**config.mk**
```make
export PLATFORM = sky130hd
export DESIGN_NAME = ra_bist_march_sdr
export DESIGN_NICKNAME = d
export VERILOG_FILES = /design/src/rtl/ra_bist_pkg.sv /design/src/rtl/ra_bist_cmp.sv /design/src/rtl/ra_bist_march_sdr.sv
export SDC_FILE = /design/constraint.sdc
export NUM_CORES = 1
export LEC_CHECK = 0
export BUFFER_PORTS_ARGS = -buffer_cell sky130_fd_sc_hd__buf_2
export CORE_AREA = 3 3 152 154
export DETAILED_ROUTE_END_ITERATION = 16
export DIE_AREA = 0 0 155 157
export PLACE_DENSITY = 0.49
export SYNTH_ARGS = -nofsm -noshare
export SYNTH_HDL_FRONTEND = slang
export SYNTH_SLANG_ARGS = --single-unit
```
**constraint.sdc**
```tcl
create_clock -name clk -period 7.4 [get_ports clk]
set_clock_uncertainty 0.1 [all_clocks]
set_input_delay 0.37 -clock clk [delete_from_list [all_inputs] [get_ports clk]]
set_output_delay 0.37 -clock clk [all_outputs]
set_load 0.01 [all_outputs]
```
**src/rtl/ra_bist_pkg.sv**
```systemverilog
// Shared types and constants for the register-array March/scan BIST engine.
// Field positions of the ctl/status words live here so every block agrees on them.
package ra_bist_pkg;

  localparam int MAX_ADR_W    = 8;
  localparam int MAX_RD_PORTS = 8;
  localparam int ELEM_W       = 3;

  localparam logic [1:0] ALG_MARCH = 2'b00;
  localparam logic [1:0] ALG_SCAN  = 2'b01;

  localparam int CTL_RUN     = 0;
  localparam int CTL_CLR     = 1;
  localparam int CTL_ALG_LO  = 2;
  localparam int CTL_BG      = 4;
  localparam int CTL_MASK_LO = 16;

  localparam int STS_BUSY     = 0;
  localparam int STS_DONE     = 1;
  localparam int STS_FAIL     = 2;
  localparam int STS_ELEM_LO  = 4;
  localparam int STS_ADR_LO   = 8;
  localparam int STS_PORTS_LO = 16;
  localparam int STS_CNT_LO   = 24;

  localparam logic [ELEM_W-1:0] SCAN_LAST_ELEM = 3'd3;

  typedef enum logic [1:0] {S_IDLE, S_RUN, S_DRAIN, S_DONE} state_e;

  typedef enum logic [ELEM_W-1:0] {
    EL_W0      = 3'd0,
    EL_R0W1_UP = 3'd1,
    EL_R1W0_UP = 3'd2,
    EL_R0W1_DN = 3'd3,
    EL_R1W0_DN = 3'd4,
    EL_R0      = 3'd5
  } march_elem_e;

  typedef enum logic {OP_RD, OP_WR} op_kind_e;

  typedef struct packed {
    op_kind_e kind;
    logic     val;
  } op_t;

  // val selects bg (0) or ~bg (1); phase is the second op of a read-write pair
  function automatic op_t op_lookup(input logic scan, input logic [ELEM_W-1:0] elem,
                                    input logic phase);
    op_t op;
    op.kind = OP_RD;
    op.val  = 1'b0;
    if (scan) begin
      op.kind = elem[0] ? OP_RD : OP_WR;
      op.val  = elem[1];
    end else begin
      case (elem)
        EL_W0: op.kind = OP_WR;
        EL_R0: op.kind = OP_RD;
        default: begin
          op.kind = phase ? OP_WR : OP_RD;
          op.val  = phase ? (elem == EL_R0W1_UP || elem == EL_R0W1_DN)
                          : (elem == EL_R1W0_UP || elem == EL_R1W0_DN);
        end
      endcase
    end
    return op;
  endfunction

endpackage

```
**src/rtl/ra_bist_cmp.sv**
```systemverilog
// Latency-matched expected-data pipeline and per-port masked read compare.
// The oldest stage lines up with rd_dat; port 0 occupies the MSBs of rd_dat.
module ra_bist_cmp
  import ra_bist_pkg::*;
#(
  parameter int ADR_W    = 6,
  parameter int DAT_W    = 72,
  parameter int RD_PORTS = 2,
  parameter int RD_LAT   = 1
) (
  input  logic                      clk,
  input  logic                      reset,
  input  logic                      flush,
  input  logic                      push_vld,
  input  logic [DAT_W-1:0]          push_exp,
  input  logic [ELEM_W-1:0]         push_elem,
  input  logic [ADR_W-1:0]          push_adr,
  input  logic [RD_PORTS*DAT_W-1:0] rd_dat,
  input  logic [RD_PORTS-1:0]       mask,
  output logic [RD_PORTS-1:0]       mis,
  output logic [ELEM_W-1:0]         cmp_elem,
  output logic [ADR_W-1:0]          cmp_adr
);

  logic [RD_LAT-1:0] vld_reg;
  logic [DAT_W-1:0]  exp_reg  [RD_LAT];
  logic [ELEM_W-1:0] elem_reg [RD_LAT];
  logic [ADR_W-1:0]  adr_reg  [RD_LAT];

  always_ff @(posedge clk or negedge reset) begin
    if (!reset) begin
      vld_reg <= '0;
    end else if (flush) begin
      vld_reg <= '0;
    end else begin
      vld_reg[0] <= push_vld;
      for (int i = 1; i < RD_LAT; i++) vld_reg[i] <= vld_reg[i-1];
    end
  end

  // Payload needs no reset: it is only consumed alongside a valid bit.
  always_ff @(posedge clk) begin
    exp_reg[0]  <= push_exp;
    elem_reg[0] <= push_elem;
    adr_reg[0]  <= push_adr;
    for (int i = 1; i < RD_LAT; i++) begin
      exp_reg[i]  <= exp_reg[i-1];
      elem_reg[i] <= elem_reg[i-1];
      adr_reg[i]  <= adr_reg[i-1];
    end
  end

  generate
    for (genvar gi = 0; gi < RD_PORTS; gi++) begin : g_port
      assign mis[gi] = vld_reg[RD_LAT-1] && mask[gi] &&
                       (rd_dat[(RD_PORTS-1-gi)*DAT_W +: DAT_W] != exp_reg[RD_LAT-1]);
    end
  endgenerate

  assign cmp_elem = elem_reg[RD_LAT-1];
  assign cmp_adr  = adr_reg[RD_LAT-1];

endmodule

```
**src/rtl/ra_bist_march_sdr.sv**
```systemverilog
// SDR BIST engine for NR-read/1-write register arrays: March C- or scan over the
// full address space, muxed in front of the array, with a 32-bit status word.
module ra_bist_march_sdr
  import ra_bist_pkg::*;
#(
  parameter int ADR_W    = 6,
  parameter int DAT_W    = 72,
  parameter int RD_PORTS = 2,
  parameter int RD_LAT   = 1
) (
  input  logic                      clk,
  input  logic                      reset,
  input  logic [31:0]               ctl,
  output logic [31:0]               status,
  input  logic [RD_PORTS-1:0]       rd_enb_in,
  input  logic [RD_PORTS*ADR_W-1:0] rd_adr_in,
  input  logic [RD_PORTS*DAT_W-1:0] rd_dat,
  input  logic                      wr_enb_in,
  input  logic [ADR_W-1:0]          wr_adr_in,
  input  logic [DAT_W-1:0]          wr_dat_in,
  output logic [RD_PORTS-1:0]       rd_enb_out,
  output logic [RD_PORTS*ADR_W-1:0] rd_adr_out,
  output logic                      wr_enb_out,
  output logic [ADR_W-1:0]          wr_adr_out,
  output logic [DAT_W-1:0]          wr_dat_out
);

  localparam logic [ADR_W-1:0] ADR_MAX = '1;

  state_e                  state_reg, state_next;
  logic [ELEM_W-1:0]       elem_reg, elem_next, elem_inc;
  logic [ADR_W-1:0]        adr_reg, adr_next;
  logic                    phase_reg, phase_next;
  logic [2:0]              drain_reg, drain_next;
  logic                    run_d_reg, scan_reg, bg_reg;
  logic                    busy, start, abort, clr, drain_end;
  logic                    two_phase, down, next_down, last_elem, at_end;
  op_t                     op;
  logic                    bist_rd, bist_wr;
  logic [DAT_W-1:0]        bist_dat;
  logic [RD_PORTS-1:0]     mis;
  logic [ELEM_W-1:0]       cmp_elem;
  logic [ADR_W-1:0]        cmp_adr;
  logic                    done_reg, fail_reg;
  logic [ELEM_W-1:0]       ff_elem_reg;
  logic [MAX_ADR_W-1:0]    ff_adr_reg;
  logic [MAX_RD_PORTS-1:0] fail_ports_reg;
  logic [7:0]              fail_cnt_reg;
  logic                    unused_ctl;

  assign busy       = (state_reg == S_RUN) || (state_reg == S_DRAIN);
  assign start      = !busy && ctl[CTL_RUN] && !run_d_reg;
  assign abort      = busy && !ctl[CTL_RUN];
  assign clr        = !busy && ctl[CTL_CLR];
  assign unused_ctl = ^{ctl[31:24], ctl[23:16], ctl[15:5]};

  assign op        = op_lookup(scan_reg, elem_reg, phase_reg);
  assign two_phase = !scan_reg && (elem_reg != EL_W0) && (elem_reg != EL_R0);
  assign down      = !scan_reg && (elem_reg == EL_R0W1_DN || elem_reg == EL_R1W0_DN);
  assign elem_inc  = elem_reg + 1'b1;
  assign next_down = !scan_reg && (elem_inc == EL_R0W1_DN || elem_inc == EL_R1W0_DN);
  assign last_elem = scan_reg ? (elem_reg == SCAN_LAST_ELEM) : (elem_reg == EL_R0);
  assign at_end    = down ? (adr_reg == '0) : (adr_reg == ADR_MAX);

  always_ff @(posedge clk or negedge reset) begin
    if (!reset) begin
      state_reg <= S_IDLE;
      elem_reg  <= '0;
      adr_reg   <= '0;
      phase_reg <= 1'b0;
      drain_reg <= '0;
    end else begin
      state_reg <= state_next;
      elem_reg  <= elem_next;
      adr_reg   <= adr_next;
      phase_reg <= phase_next;
      drain_reg <= drain_next;
    end
  end

  always_comb begin
    state_next = state_reg;
    elem_next  = elem_reg;
    adr_next   = adr_reg;
    phase_next = phase_reg;
    drain_next = drain_reg;
    drain_end  = 1'b0;
    case (state_reg)
      S_IDLE, S_DONE: begin
        if (start) begin
          state_next = S_RUN;
          elem_next  = '0;
          adr_next   = '0;
          phase_next = 1'b0;
        end
      end
      S_RUN: begin
        if (abort) begin
          state_next = S_IDLE;
        end else if (two_phase && !phase_reg) begin
          phase_next = 1'b1;
        end else begin
          phase_next = 1'b0;
          if (!at_end) begin
            adr_next = down ? adr_reg - 1'b1 : adr_reg + 1'b1;
          end else if (last_elem) begin
            state_next = S_DRAIN;
            drain_next = '0;
          end else begin
            elem_next = elem_inc;
            adr_next  = next_down ? ADR_MAX : '0;
          end
        end
      end
      S_DRAIN: begin
        if (abort) begin
          state_next = S_IDLE;
        end else if (drain_reg == 3'(RD_LAT - 1)) begin
          state_next = S_DONE;
          drain_end  = 1'b1;
        end else begin
          drain_next = drain_reg + 1'b1;
        end
      end
      default: state_next = S_IDLE;
    endcase
  end

  always_ff @(posedge clk or negedge reset) begin
    if (!reset) begin
      run_d_reg      <= 1'b0;
      scan_reg       <= 1'b0;
      bg_reg         <= 1'b0;
      done_reg       <= 1'b0;
      fail_reg       <= 1'b0;
      ff_elem_reg    <= '0;
      ff_adr_reg     <= '0;
      fail_ports_reg <= '0;
      fail_cnt_reg   <= '0;
    end else begin
      run_d_reg <= ctl[CTL_RUN];
      if (start || clr) begin
        done_reg       <= 1'b0;
        fail_reg       <= 1'b0;
        ff_elem_reg    <= '0;
        ff_adr_reg     <= '0;
        fail_ports_reg <= '0;
        fail_cnt_reg   <= '0;
      end
      if (start) begin
        scan_reg <= (ctl[CTL_ALG_LO +: 2] == ALG_SCAN);
        bg_reg   <= ctl[CTL_BG];
      end
      // An abort edge drops whatever compare result is still in flight.
      if (busy && !abort) begin
        if (|mis) begin
          fail_reg       <= 1'b1;
          fail_ports_reg <= fail_ports_reg | MAX_RD_PORTS'(mis);
          if (fail_cnt_reg != 8'hFF) fail_cnt_reg <= fail_cnt_reg + 1'b1;
          if (!fail_reg) begin
            ff_elem_reg <= cmp_elem;
            ff_adr_reg  <= MAX_ADR_W'(cmp_adr);
          end
        end
        if (drain_end) done_reg <= 1'b1;
      end
    end
  end

  always_comb begin
    status                            = '0;
    status[STS_BUSY]                  = busy;
    status[STS_DONE]                  = done_reg;
    status[STS_FAIL]                  = fail_reg;
    status[STS_ELEM_LO +: ELEM_W]     = ff_elem_reg;
    status[STS_ADR_LO +: MAX_ADR_W]   = ff_adr_reg;
    status[STS_PORTS_LO +: MAX_RD_PORTS] = fail_ports_reg;
    status[STS_CNT_LO +: 8]           = fail_cnt_reg;
  end

  assign bist_rd  = (state_reg == S_RUN) && (op.kind == OP_RD);
  assign bist_wr  = (state_reg == S_RUN) && (op.kind == OP_WR);
  assign bist_dat = {DAT_W{bg_reg & adr_reg[0]}} ^ {DAT_W{op.val}};

  assign rd_enb_out = busy ? {RD_PORTS{bist_rd}} : rd_enb_in;
  assign rd_adr_out = busy ? {RD_PORTS{adr_reg}} : rd_adr_in;
  assign wr_enb_out = busy ? bist_wr : wr_enb_in;
  assign wr_adr_out = busy ? adr_reg : wr_adr_in;
  assign wr_dat_out = busy ? bist_dat : wr_dat_in;

  ra_bist_cmp #(
    .ADR_W   (ADR_W),
    .DAT_W   (DAT_W),
    .RD_PORTS(RD_PORTS),
    .RD_LAT  (RD_LAT)
  ) u_cmp (
    .clk      (clk),
    .reset    (reset),
    .flush    (abort),
    .push_vld (bist_rd),
    .push_exp (bist_dat),
    .push_elem(elem_reg),
    .push_adr (adr_reg),
    .rd_dat   (rd_dat),
    .mask     (ctl[CTL_MASK_LO +: RD_PORTS]),
    .mis      (mis),
    .cmp_elem (cmp_elem),
    .cmp_adr  (cmp_adr)
  );

endmodule
```
==> results_dict.tcl <==
set metrics [dict create \
    rsz0062_at_grt "no" \
    grt_pass1_wl_um 29500 \
    io_pins 396 \
    max_slew_margin_pct 20.9 \
    die_height_um 157 \
    highest_layer "met5" \
    drt-met1-wl_um 8110 \
    place_inst 1200 \
    final.min_clock_period_ns 3.68 \
    overflow 0 \
    synth_area_leaders "dfrtp_1 27%, a21o_1 13%, nand2_1 8.4%" \
    path_clk_slew_ns 0.05 \
    final_cells 1216 \
    pwr-share-clk_pct 16.8 \
    gp_congestion 0.841 \
    max-vdd-ir-drop_mv 0.195 \
    power_mw 2.67 \
    dp_hpwl_um 16400 \
    synthCells 586 \
    fin_crit_sh_pct 49.7 \
    drc 0 \
    wl_um 19800 \
    crit_family "buffers and inverters" \
    ctsHoldBuffers 0 \
    met3_length_um 1590 \
    yosysTopAreaCell "dfrtp_1" \
    cp_num_buf_inv 4 \
    drt-initial-drc-count 228 \
    drv_cap 0 \
    antenna_left 0 \
    hold_class "input port to asynchronous set/reset pin" \
    powerDensity_nw_per_um2 388 \
    critPathLaunchType "register" \
    p_int_mw 1.40 \
    antenna_found_initial 1 \
    clkSinkCount 58 \
    die_x_um 155 \
    viasPerCell 4.57 \
    clockBufferDepth 2 \
    wl_met2_um 9910 \
    path_cells "inv_1, ha_4, inv_1, and2_2, buf_4, a21o_1, buf_2" \
    async_reset_ff_share_pct 82.8 \
    grt_pass1_vias 5301 \
    slowest_delay_ns 0.91 \
    arrival_ns 3.21 \
    track_usage_pct 15.2 \
    slowest_stage "ha_4" \
    worstPathRequired_ns 6.93 \
    netSwitchingFraction_pct 47.6 \
    n_antenna_cell 0 \
    die_area_sq_um 24300 \
    worstPathMaxFanout 101 \
    pwr-share-seq_pct 17.2 \
    p_sw_mw 1.27 \
    layout_common_cells "368 x buf_2, 101 x nand2_1, 79 x a21o_1, 48 x dfrtp_1" \
    start_util_pct 20.7 \
    final_common_cell "buf_2" \
    row_count 54 \
    synth-seq-area-share_pct 31.0 \
    setup_ws_ns 3.72 \
    cts_max_level 3 \
    synth_edf_count 0 \
    drive_gt1_share_pct 42.1 \
    place_ws_ns 3.95 \
    synthToLayoutAreaGrowth_pct 52.1 \
    path_common_cell "inv_1" \
    grt_max_degree 102 \
    fin_util_pct 31.5 \
    fmax_ghz 0.272 \
    nets 1218 \
    coreArea_sq_um 21800 \
    post_cts_resized 0 \
    synth.ff_latch_count 58 \
    placement.io_buffers 368 \
    maxSlewViolCount 0 \
    tritoncts "built" \
    vias 5559 \
    numCtsBuffers 9 \
    synth_cell_type_count 46 \
    insertion_delay_ns 0.32 \
    netlist.area_leader.share_pct 26.6 \
    finalSetupViolCount 0 \
    cp-end-kind "primary output" \
    netlist_area_sq_um 4520 \
    critPathKind "register to primary output" \
    syn_area_per_cell_sq_um 7.71 \
    p_leak_nw 4.01 \
    ys_warn_count 0 \
    tightestPinTransition_ns 1.18 \
    postCtsSetupBuffers 0 \
    power_frac_comb_pct 66.0 \
    root_buffer "clkbuf_16" \
    ys.flop_type "dfrtp_1" \
    finalHoldViolCount 0 \
    first_pass_iters 4 \
    status "complete, no violations" \
    setup_tns_ns 0 \
    wl_per_cell_um 16.3 \
]
-- worst register-to-register path: cells and delay by family, from the launching register on --
kind	cells	cell delay, ns
simple gates	5	1.43
flops	1	1.10
compound gates	2	0.39
buf+inv	1	0.28
-- cell usage after synthesis, drive strengths merged, types with 4 or more instances --
library cell  instances
nor2b                 6
inv                  12
or3                  19
nor3                 21
nand2b                7
buf                  16
nand3                32
and2                 11
nand2               101
a21o                 79
dfxtp                10
ha                   15
nand3b               10
nor4                 18
dfrtp                48
nor2                 32
or4                  13
a21oi                13
clkbuf               23
o21ai                36
mux2i                 7
nand4                20
o22a                  4
xnor2                 5
-- metal layers --
metal,up-vias,GRT usage (%)
li1,2803,-
met1,2518,18.4
met2,224,26.9
met3,12,4.78
met4,2,2.48
met5,-,0
-- power by group through the flow --
stage          Combinational (mW)  Sequential [mW]  Clock (mW)
3_3_place_gp                 1.79            0.463           0
6_report                     1.76            0.459       0.448
3_5_place_dp                 1.79            0.464           0
4_1_cts                      1.80            0.459       0.458
5_1_grt                      1.94            0.473       0.475
2_1_floorplan                1.08            0.427           0
-- through the flow --
step | hold slack (ns) | cell area [sq um]
finish | 0.0623 | 6870
CTS | 0.0884 | 6870
global route | 0.0960 | 6870
floorplan | -0.0256 | 4520
detailed placement | 0.332 | 6550
global placement | 0.324 | 6550
-- logic make-up after synthesis --
group	count (synthesis)	share of synthesized area, %
xor+xnor	6	1.16
flops	58	31.0
simple gates	295	33.0
compound gates	150	22.5
buf+inv	51	5.62
fa+ha+maj	16	4.60
mux	9	2.05
other cells	1	0.0830
-- path summary, 6_finish.rpt --
path / startpoint / endpoint / slack [ns] / cells after the start
setup / recovery: state_reg[0] / wr_dat_out[25] / 3.72 / 7
hold / removal: reset / fail_ports_reg[6] / 0.06 / 2
setup reg to reg: u_cmp.exp_reg[0][70] / ff_adr_reg[6] / 3.99 / 8
hold reg to reg: elem_reg[0] / u_cmp.elem_reg[0][0] / 0.33 / 0
max in group asynchronous: reset / drain_reg[0] / 6.70 / 2
min in group clk: ctl[0] / run_d_reg / 0.11 / 1
-- cell type report --
cell class	instances	area, sq um
clock buffer	11	243
clock inverter	5	77.6
fill	2416	15000
inverter	12	45.0
multi-input combinational	478	2880
sequential	58	1400
tap	280	350
timing repair buffer	372	1870
Note: power is estimated with default switching activity, not from simulation.
